`config.mk`:
```
export PLATFORM = sky130hd
export DESIGN_NAME = dmux_deframer_flat
export DESIGN_NICKNAME = d
export VERILOG_FILES = /design/src/rtl/dmux_deframer_if.sv /design/src/rtl/dmux_deframer.sv /design/src/flat_wrapper.sv
export SDC_FILE = /design/constraint.sdc
export NUM_CORES = 1
export LEC_CHECK = 0
export CAP_MARGIN = 20
export CORE_UTILIZATION = 49
export CTS_CLUSTER_SIZE = 40
export DETAILED_ROUTE_END_ITERATION = 12
export GPL_ROUTABILITY_DRIVEN = 1
export PLACE_DENSITY = 0.75
export SKIP_CTS_REPAIR_TIMING = 1
export SLEW_MARGIN = 0
export SYNTH_ARGS = -nofsm -noshare
export SYNTH_HDL_FRONTEND = slang
export SYNTH_SLANG_ARGS = --single-unit
export TNS_END_PERCENT = 100
```
`constraint.sdc`:
```
create_clock -name clk -period 2.4 [get_ports clk]
set_input_delay 0.48 -clock clk [delete_from_list [all_inputs] [get_ports clk]]
set_output_delay 0.48 -clock clk [all_outputs]
set_load 0.005 [all_outputs]
```
`src/rtl/dmux_deframer_if.sv`:
```
// Serial-in / frame-out stream bundle for the TDM deframer.
// The slave side is the deframer; the master side is the link source plus frame consumer.
interface dmux_deframer_if #(
    parameter int LANES = 4,
    parameter int W     = 1
);
    logic [W-1:0]       in_data;
    logic               in_sof;
    logic               in_valid;
    logic               in_ready;
    logic [LANES*W-1:0] out_data;
    logic               out_valid;
    logic               out_ready;
    logic               err_sync;

    modport master (
        output in_data, in_sof, in_valid, out_ready,
        input  in_ready, out_data, out_valid, err_sync
    );

    modport slave (
        input  in_data, in_sof, in_valid, out_ready,
        output in_ready, out_data, out_valid, err_sync
    );
endinterface

```
`src/rtl/dmux_deframer.sv`:
```
// TDM deframer: routes sample k of each start-of-frame aligned group to lane k
// and presents each completed frame as one parallel word with a valid/ready handshake.
module dmux_deframer #(
    parameter int LANES = 4,
    parameter int W     = 1
) (
    input logic          clk,
    input logic          rst_n,
    dmux_deframer_if.slave bus
);
    localparam int SEL_W = (LANES > 2) ? $clog2(LANES) : 1;
    localparam int LAST_I = LANES - 1;
    localparam logic [SEL_W-1:0] LAST = SEL_W'(LANES - 1);

    typedef enum logic {HUNT, FILL} state_t;

    state_t             state;
    logic [SEL_W-1:0]   sel;
    logic [LANES*W-1:0] staging;
    logic [LANES*W-1:0] frame;
    logic [LANES*W-1:0] out_data_q;
    logic               out_valid_q;
    logic               err_q;
    logic               accept;

    // Only the last lane stalls: it is the sample that would overwrite a held frame.
    assign bus.in_ready  = !(state == FILL && sel == LAST && out_valid_q && !bus.out_ready);
    assign accept        = bus.in_valid && bus.in_ready;
    assign bus.out_data  = out_data_q;
    assign bus.out_valid = out_valid_q;
    assign bus.err_sync  = err_q;

    always_comb begin
        frame = staging;
        frame[LAST_I*W +: W] = bus.in_data;
    end

    always_ff @(posedge clk or negedge rst_n) begin
        if (!rst_n) begin
            state       <= HUNT;
            sel         <= '0;
            staging     <= '0;
            out_data_q  <= '0;
            out_valid_q <= 1'b0;
            err_q       <= 1'b0;
        end else begin
            err_q <= 1'b0;
            if (out_valid_q && bus.out_ready)
                out_valid_q <= 1'b0;
            if (accept) begin
                case (state)
                    HUNT: begin
                        if (bus.in_sof) begin
                            staging[W-1:0] <= bus.in_data;
                            sel            <= SEL_W'(1);
                            state          <= FILL;
                        end
                    end
                    FILL: begin
                        if (bus.in_sof) begin
                            // A start-of-frame anywhere but lane 0 abandons the partial frame.
                            if (sel != '0)
                                err_q <= 1'b1;
                            staging[W-1:0] <= bus.in_data;
                            sel            <= SEL_W'(1);
                        end else if (sel == '0) begin
                            err_q <= 1'b1;
                            state <= HUNT;
                        end else if (sel == LAST) begin
                            out_data_q  <= frame;
                            out_valid_q <= 1'b1;
                            sel         <= '0;
                        end else begin
                            staging[sel*W +: W] <= bus.in_data;
                            sel                 <= sel + SEL_W'(1);
                        end
                    end
                    default: state <= HUNT;
                endcase
            end
        end
    end
endmodule

```
`src/flat_wrapper.sv`:
```
// flat-port wrapper written by rule: the top's interface ports become plain ports
module dmux_deframer_flat 
#(
    parameter int LANES = 4,
    parameter int W     = 1
)
  (clk, rst_n, bus_in_data, bus_in_sof, bus_in_valid, bus_out_ready, bus_in_ready, bus_out_data, bus_out_valid, bus_err_sync);
  dmux_deframer_if #(.LANES(LANES), .W(W)) bus_i ();
  input logic clk;
  input logic rst_n;
  input wire logic [$bits(bus_i.in_data)-1:0] bus_in_data;
  input wire logic [$bits(bus_i.in_sof)-1:0] bus_in_sof;
  input wire logic [$bits(bus_i.in_valid)-1:0] bus_in_valid;
  input wire logic [$bits(bus_i.out_ready)-1:0] bus_out_ready;
  output wire logic [$bits(bus_i.in_ready)-1:0] bus_in_ready;
  output wire logic [$bits(bus_i.out_data)-1:0] bus_out_data;
  output wire logic [$bits(bus_i.out_valid)-1:0] bus_out_valid;
  output wire logic [$bits(bus_i.err_sync)-1:0] bus_err_sync;
  assign bus_i.in_data = bus_in_data;
  assign bus_i.in_sof = bus_in_sof;
  assign bus_i.in_valid = bus_in_valid;
  assign bus_i.out_ready = bus_out_ready;
  assign bus_in_ready = bus_i.in_ready;
  assign bus_out_data = bus_i.out_data;
  assign bus_out_valid = bus_i.out_valid;
  assign bus_err_sync = bus_i.err_sync;
  dmux_deframer #(.LANES(LANES), .W(W)) u_core (.clk(clk), .rst_n(rst_n), .bus(bus_i));
endmodule
```
; ---- Word-level counts from Yosys, hierarchy flattened
; Cells that the tools add are included.
[word_totals]
wordCells = 58
out_inout_bits = 7
register_bits = 13
inputBits = 6
[classes]
reduce_logical = 13
n_shift = 2
n_addsub = 2
bitwise_logic = 4
mux = 26
eq_ne = 4
[ops]
columns = op, count
row1 = $neg 2->34, 1
row2 = $shift 1x34->4 const A, 1
row3 = $shiftx 1x34->4, 1
row4 = $mux 1, 18
row5 = $reduce_and 5->1, 2
row6 = $mux 2, 4
row7 = $ne 3x3->1 const B, 2
row8 = $logic_and 1x1->1, 5
row9 = $bwmux 4, 1
row10 = $not 1->1, 4
row11 = $pmux 1 s2, 2
row12 = $pmux 2 s2, 1
row13 = $reduce_and 4->1, 1
row14 = $reduce_and 3->1, 1
row15 = $add 2x1->2 const B, 1
row16 = $eq 2x2->1 const B, 1
row17 = $logic_not 1->1, 2
row18 = $logic_not 2->1, 1
row19 = $ne 2x2->1 const B, 1
row20 = $reduce_bool 2->1, 1

; ---- Logic depth before layout (Yosys ltp)
[logic_depth]
word_depth = 7
depth_mapped = 7
ltp_nobuf = 7

; ---- Least setup slack after synthesis
; OpenSTA, ideal clock, no wires.
[synth_timing]
path_kind = register to register
from = reg u_core.sel[0]
to = reg u_core.out_data_q[3] (netlist: u_core.bus.out_data[3])
setup_slack_ns = 0.710
arrival_ns = 1.565
synth_period_minus_slack_ns = 1.690
setup_ns = 0.125
path_stages_with_launch = 8
n_path_buf = 0
t_required_ns = 2.275
path_cell_list = dfrtp_1 > inv_1 > ha_1 > inv_1 > ha_1 > nand4_1 > nor2_2 > mux2_2
[synth_via]
elab_chain_cells = 7
word_cells_on_any_way = 9
classes_between = eq/ne (1) / bitwise (1) / reduce/logical (7)
[synth_rtl]
columns = element, line
row1 = from (decl), dmux_deframer.sv:18  ; logic [SEL_W-1:0] sel;
row2 = from (signal assigned), dmux_deframer.sv:75  ; sel <= sel + SEL_W'(1);
row3 = $eq 2x2->1, "dmux_deframer.sv:27, dmux_deframer.sv:69"
row4 = $logic_and 1x1->1 (3 in series), dmux_deframer.sv:27  ; assign bus.in_ready = !(state == FILL && sel == LAST && out_valid_q && !bus.out_ready);
row5 = $logic_not 1->1, dmux_deframer.sv:27
row6 = $logic_and 1x1->1, dmux_deframer.sv:28  ; assign accept = bus.in_valid && bus.in_ready;
row7 = $reduce_and 5->1 (no source line) *, n/a
row8 = to (signal assigned), dmux_deframer.sv:70  ; out_data_q <= frame;
row9 = to (decl), dmux_deframer.sv:21  ; logic [LANES*W-1:0] out_data_q;
; Every way passes the cells marked *; elsewhere a longest branch is shown, timed or not.
; A chain may end at the register's enable or synchronous reset.

; ---- Final worst setup path
[layout_timing]
from = reg u_core.sel[0]
to = out bus_in_ready
[layout_via]
elab_chain_cells = 5
[layout_rtl]
columns = element, line
row1 = $eq 2x2->1, dmux_deframer.sv:27
row2 = $logic_and 1x1->1 (3 in series), dmux_deframer.sv:27
row3 = $logic_not 1->1, dmux_deframer.sv:27
row4 = to (decl), flat_wrapper.sv:15  ; output wire logic [$bits(bus_i.in_ready)-1:0] bus_in_ready;
; No other way between the ends.

==> results.md <==
Outcome:
- The flow ran to the end, and the final reports show no timing, DRC or antenna violations.

Clocking:
- Clock-pin slew was measured on the worst setup and hold paths at 0.08 ns.
- The number of clock buffers added by TritonCTS is 3.
- The clock root buffer master is clkbuf_4.
- The later pin in the worst-skew pair is clocked with a latency of 0.27 ns.
- The TritonCTS clock tree is built.
- In this run the number of H-tree levels came out at 1.
- The maximum buffer depth of the clock tree is 2.
- CTS saw 12 sinks.

GRT:
- The largest net degree at the start of global routing is 15.
- For this run, the total global-route usage over all layers was measured as 0.202.
- The initial antenna violation count is 0.
- The wire length of the first global-routing pass is 2170 um.
- The via count of the first global-routing pass is 505.
- The residual overflow from global routing is 0.

Synth:
- The share of synthesized area in the top cell type comes to 0.415.
- Ranked by total cell area, the synthesized netlist is headed by dfrtp_1, ha_1, mux2_2.
- In this run the mean area of a mapped cell was 10.5 sq um.
- In the synthesized netlist, the number of instances is 69.
- The flip-flop and latch count after synthesis is 12.
- The most common cell in the synthesized netlist is dfrtp_1.
- The leading register cell type out of synthesis is dfrtp_1.
- Counting flops with a built-in enable in the synthesized netlist gives 0.
- The commonest cells after synthesis are dfrtp_1, ha_1, nand2_1.
- The count of synthesis-stage warnings from yosys is 0.
- The netlist uses 27 different library cells.
- The synthesized area is 723 sq um.
- The share of flip-flops with an asynchronous set or reset is 1.00.
- The library cell occupying the most area in the post-synthesis netlist is dfrtp_1.
- Counting every net in the synthesized netlist gives 82.
- The share of the Yosys chip area taken by registers is 0.415.

Detailed routing:
- The first TritonRoute pass finished after 4 iterations.
- In the routed design, unresolved DRC markers number 0.
- The number of antenna-violating nets in the routed design is 0.
- The final layout contains routed wiring with a total length of 1440 um.
- After detailed routing, the number of vias per cell comes to 6.02.
- The number of DRC markers after the initial detailed-route iteration is 16.
- The detailed-route wire length per cell is 14.8 um.
- Across all layers, the routed design uses 584 vias.

Placement:
- Detailed placement finished with a half-perimeter wire length of 1050 um.
- Once placement finished, the instance area stood at 846 sq um.
- The final weighted congestion of routability-driven global placement is 0.909.
- The worst slack at placement is 0.270 ns.
- Input and output buffers added on the ports amount to 12.

Cells and area:
- In the final layout, the share of cells above drive strength 1 is 0.134.
- Relative to the synthesized area, the layout overhead comes to 20.1%.
- The final non-filler cell area is 868 sq um.
- The number of inserted diodes is 0.
- The net count of the finished layout is 97.
- The final-layout fill cell count is 119.
- In the final layout, the multi-input gates occupy 388 sq um.
- The sequential cell area in the final layout is 300 sq um.

STA:
- For the final database, setup skew stands at 0.00416 ns.
- In the finished design, the share of the clock period the worst path needs comes to 0.931.
- The clock period minus final worst setup slack is 2.24 ns.
- Across all setup checks in the final design, the least slack found is 0.165 ns.
- The final count of negative-setup-slack endpoints is 0.
- Summed over all failing endpoints, the final setup total negative slack is 0 ns.
- Setup repair after global routing left no endpoint under its margin.
- The worst pin sits at a relative slew slack of 0.645.
- The number of max-slew violations in the final report was 0.
- The actual slew at the worst max-slew pin is 0.531 ns.
- Based on the critical path, the design can be clocked at up to 447 MHz.
- The final number of hold-violating endpoints was 0.

Setup path:
- The arrival time at the worst endpoint is 1.76 ns.
- In this run the worst path has a maximum fanout of 7.
- The critical path is of the flip-flop to primary output type.
- The worst setup path is captured at a primary output.
- Data on the critical path is required at its endpoint by 1.92 ns.
- The launching element type of the critical path is a flip-flop.

Pwr:
- Summed over all cells, the static leakage comes to 0.421 nW.
- The worst IR drop on VDD is 0.481 mV.
- For this design the ratio of total power to cell area is 986 nW/um^2.

Hold path:
- The type of the tightest min-delay check is flip-flop to flip-flop.

Floorplanning:
- The floorplan has 13 rows.
- The core region area is 1330 sq um.
- The area enclosed by the die boundary is 1630 sq um.
- The initial standard-cell utilization of the core is 0.542.
- The die span in x is 40.4 um.
- The number of top-level design ports is 13.
- The die outline height is 40.4 um.

Flow run:
- The number of maximum-capacitance violations is 0.
## state kept, by name, indices dropped and copies added, names as in the netlist
name	flops
u_core.staging	3
u_core.bus.out_data	4
u_core.sel	2
u_core.bus.out_valid	1
u_core.state	1
u_core.bus.err_sync	1
## worst max-delay path, cell delays in order (launching register included)
cell and delay (ns):
dfrtp_1 0.48, ha_1 0.32, nand4b_2 0.20, clkdlybuf4s50_1 0.49
## cell usage in the layout (no fill, tap or decap), drive strengths merged, types with 2 or more instances in the layout
master | synthesis | routed
nand3 | 3 | 3
nand4b | 2 | 2
nor3 | 2 | 2
inv | 5 | 5
ha | 7 | 7
nor2b | 2 | 2
clkbuf | 0 | 3
a21o | 2 | 2
o22ai | 2 | 2
mux2 | 6 | 6
o21ai | 2 | 2
nor3b | 2 | 2
nor2 | 2 | 2
clkdlybuf4s50 | 0 | 12
nand2 | 6 | 6
a21oi | 5 | 5
dfrtp | 12 | 12
## stage by stage
step	total power, mW	hold slack, ns	instances	utilization
floorplan	0.583	0.184	69	-
global placement	0.726	0.496	94	0.634
detailed placement	0.725	0.495	94	0.634
CTS	0.853	0.512	97	0.651
global route	0.921	0.539	97	0.651
finish	0.856	0.509	97	0.651
## worst paths after layout
path | from | endpoint | slack (ns) | cells after the start
max | u_core.sel[0] | bus_in_ready | 0.16 | 3
min | u_core.bus.out_data[1] | u_core.bus.out_data[1] | 0.51 | 1
max reg2reg | u_core.sel[0] | u_core.bus.out_data[2] | 0.49 | 7
min reg2reg | u_core.bus.out_data[1] | u_core.bus.out_data[1] | 0.51 | 1
max in group asynchronous | rst_n | u_core.bus.out_data[2] | 1.49 | 1
min in group asynchronous | rst_n | u_core.bus.err_sync | 0.55 | 1
## layout make-up
| type | instances | share of cell area |
|---|---|---|
| repair buffers | 12 | 0.138 |
| flip-flops and latches | 12 | 0.346 |
| well taps | 15 | 0.0216 |
| multi-input cells | 50 | 0.447 |
| clock buffers | 3 | 0.0259 |
| inverters | 5 | 0.0216 |
## cells by family after synthesis
logic type | count (synthesis) | share of synthesized area
AO/OA/AOI/OAI | 14 | 0.121
adder cells (fa/ha/maj) | 7 | 0.121
buffers and inverters | 7 | 0.0484
flip-flops | 12 | 0.415
multiplexers | 6 | 0.104
AND/OR/NAND/NOR | 23 | 0.190
## where the power goes
part           switching [mW]  internal (mW)
sequential             0.0768          0.276
clock                  0.0660         0.0580
combinational           0.181          0.198
total                   0.324          0.532
## layer usage
layer / up-vias / track usage / part of all wire
li1: 277 / - / -
met1: 281 / 0.277 / 0.46
met2: 24 / 0.313 / 0.46
met3: 2 / 0.0333 / 0.063
met4: 0 / 0.0750 / 0.013
met5: - / 0 / 0
Power figures use the tool's default switching activity.
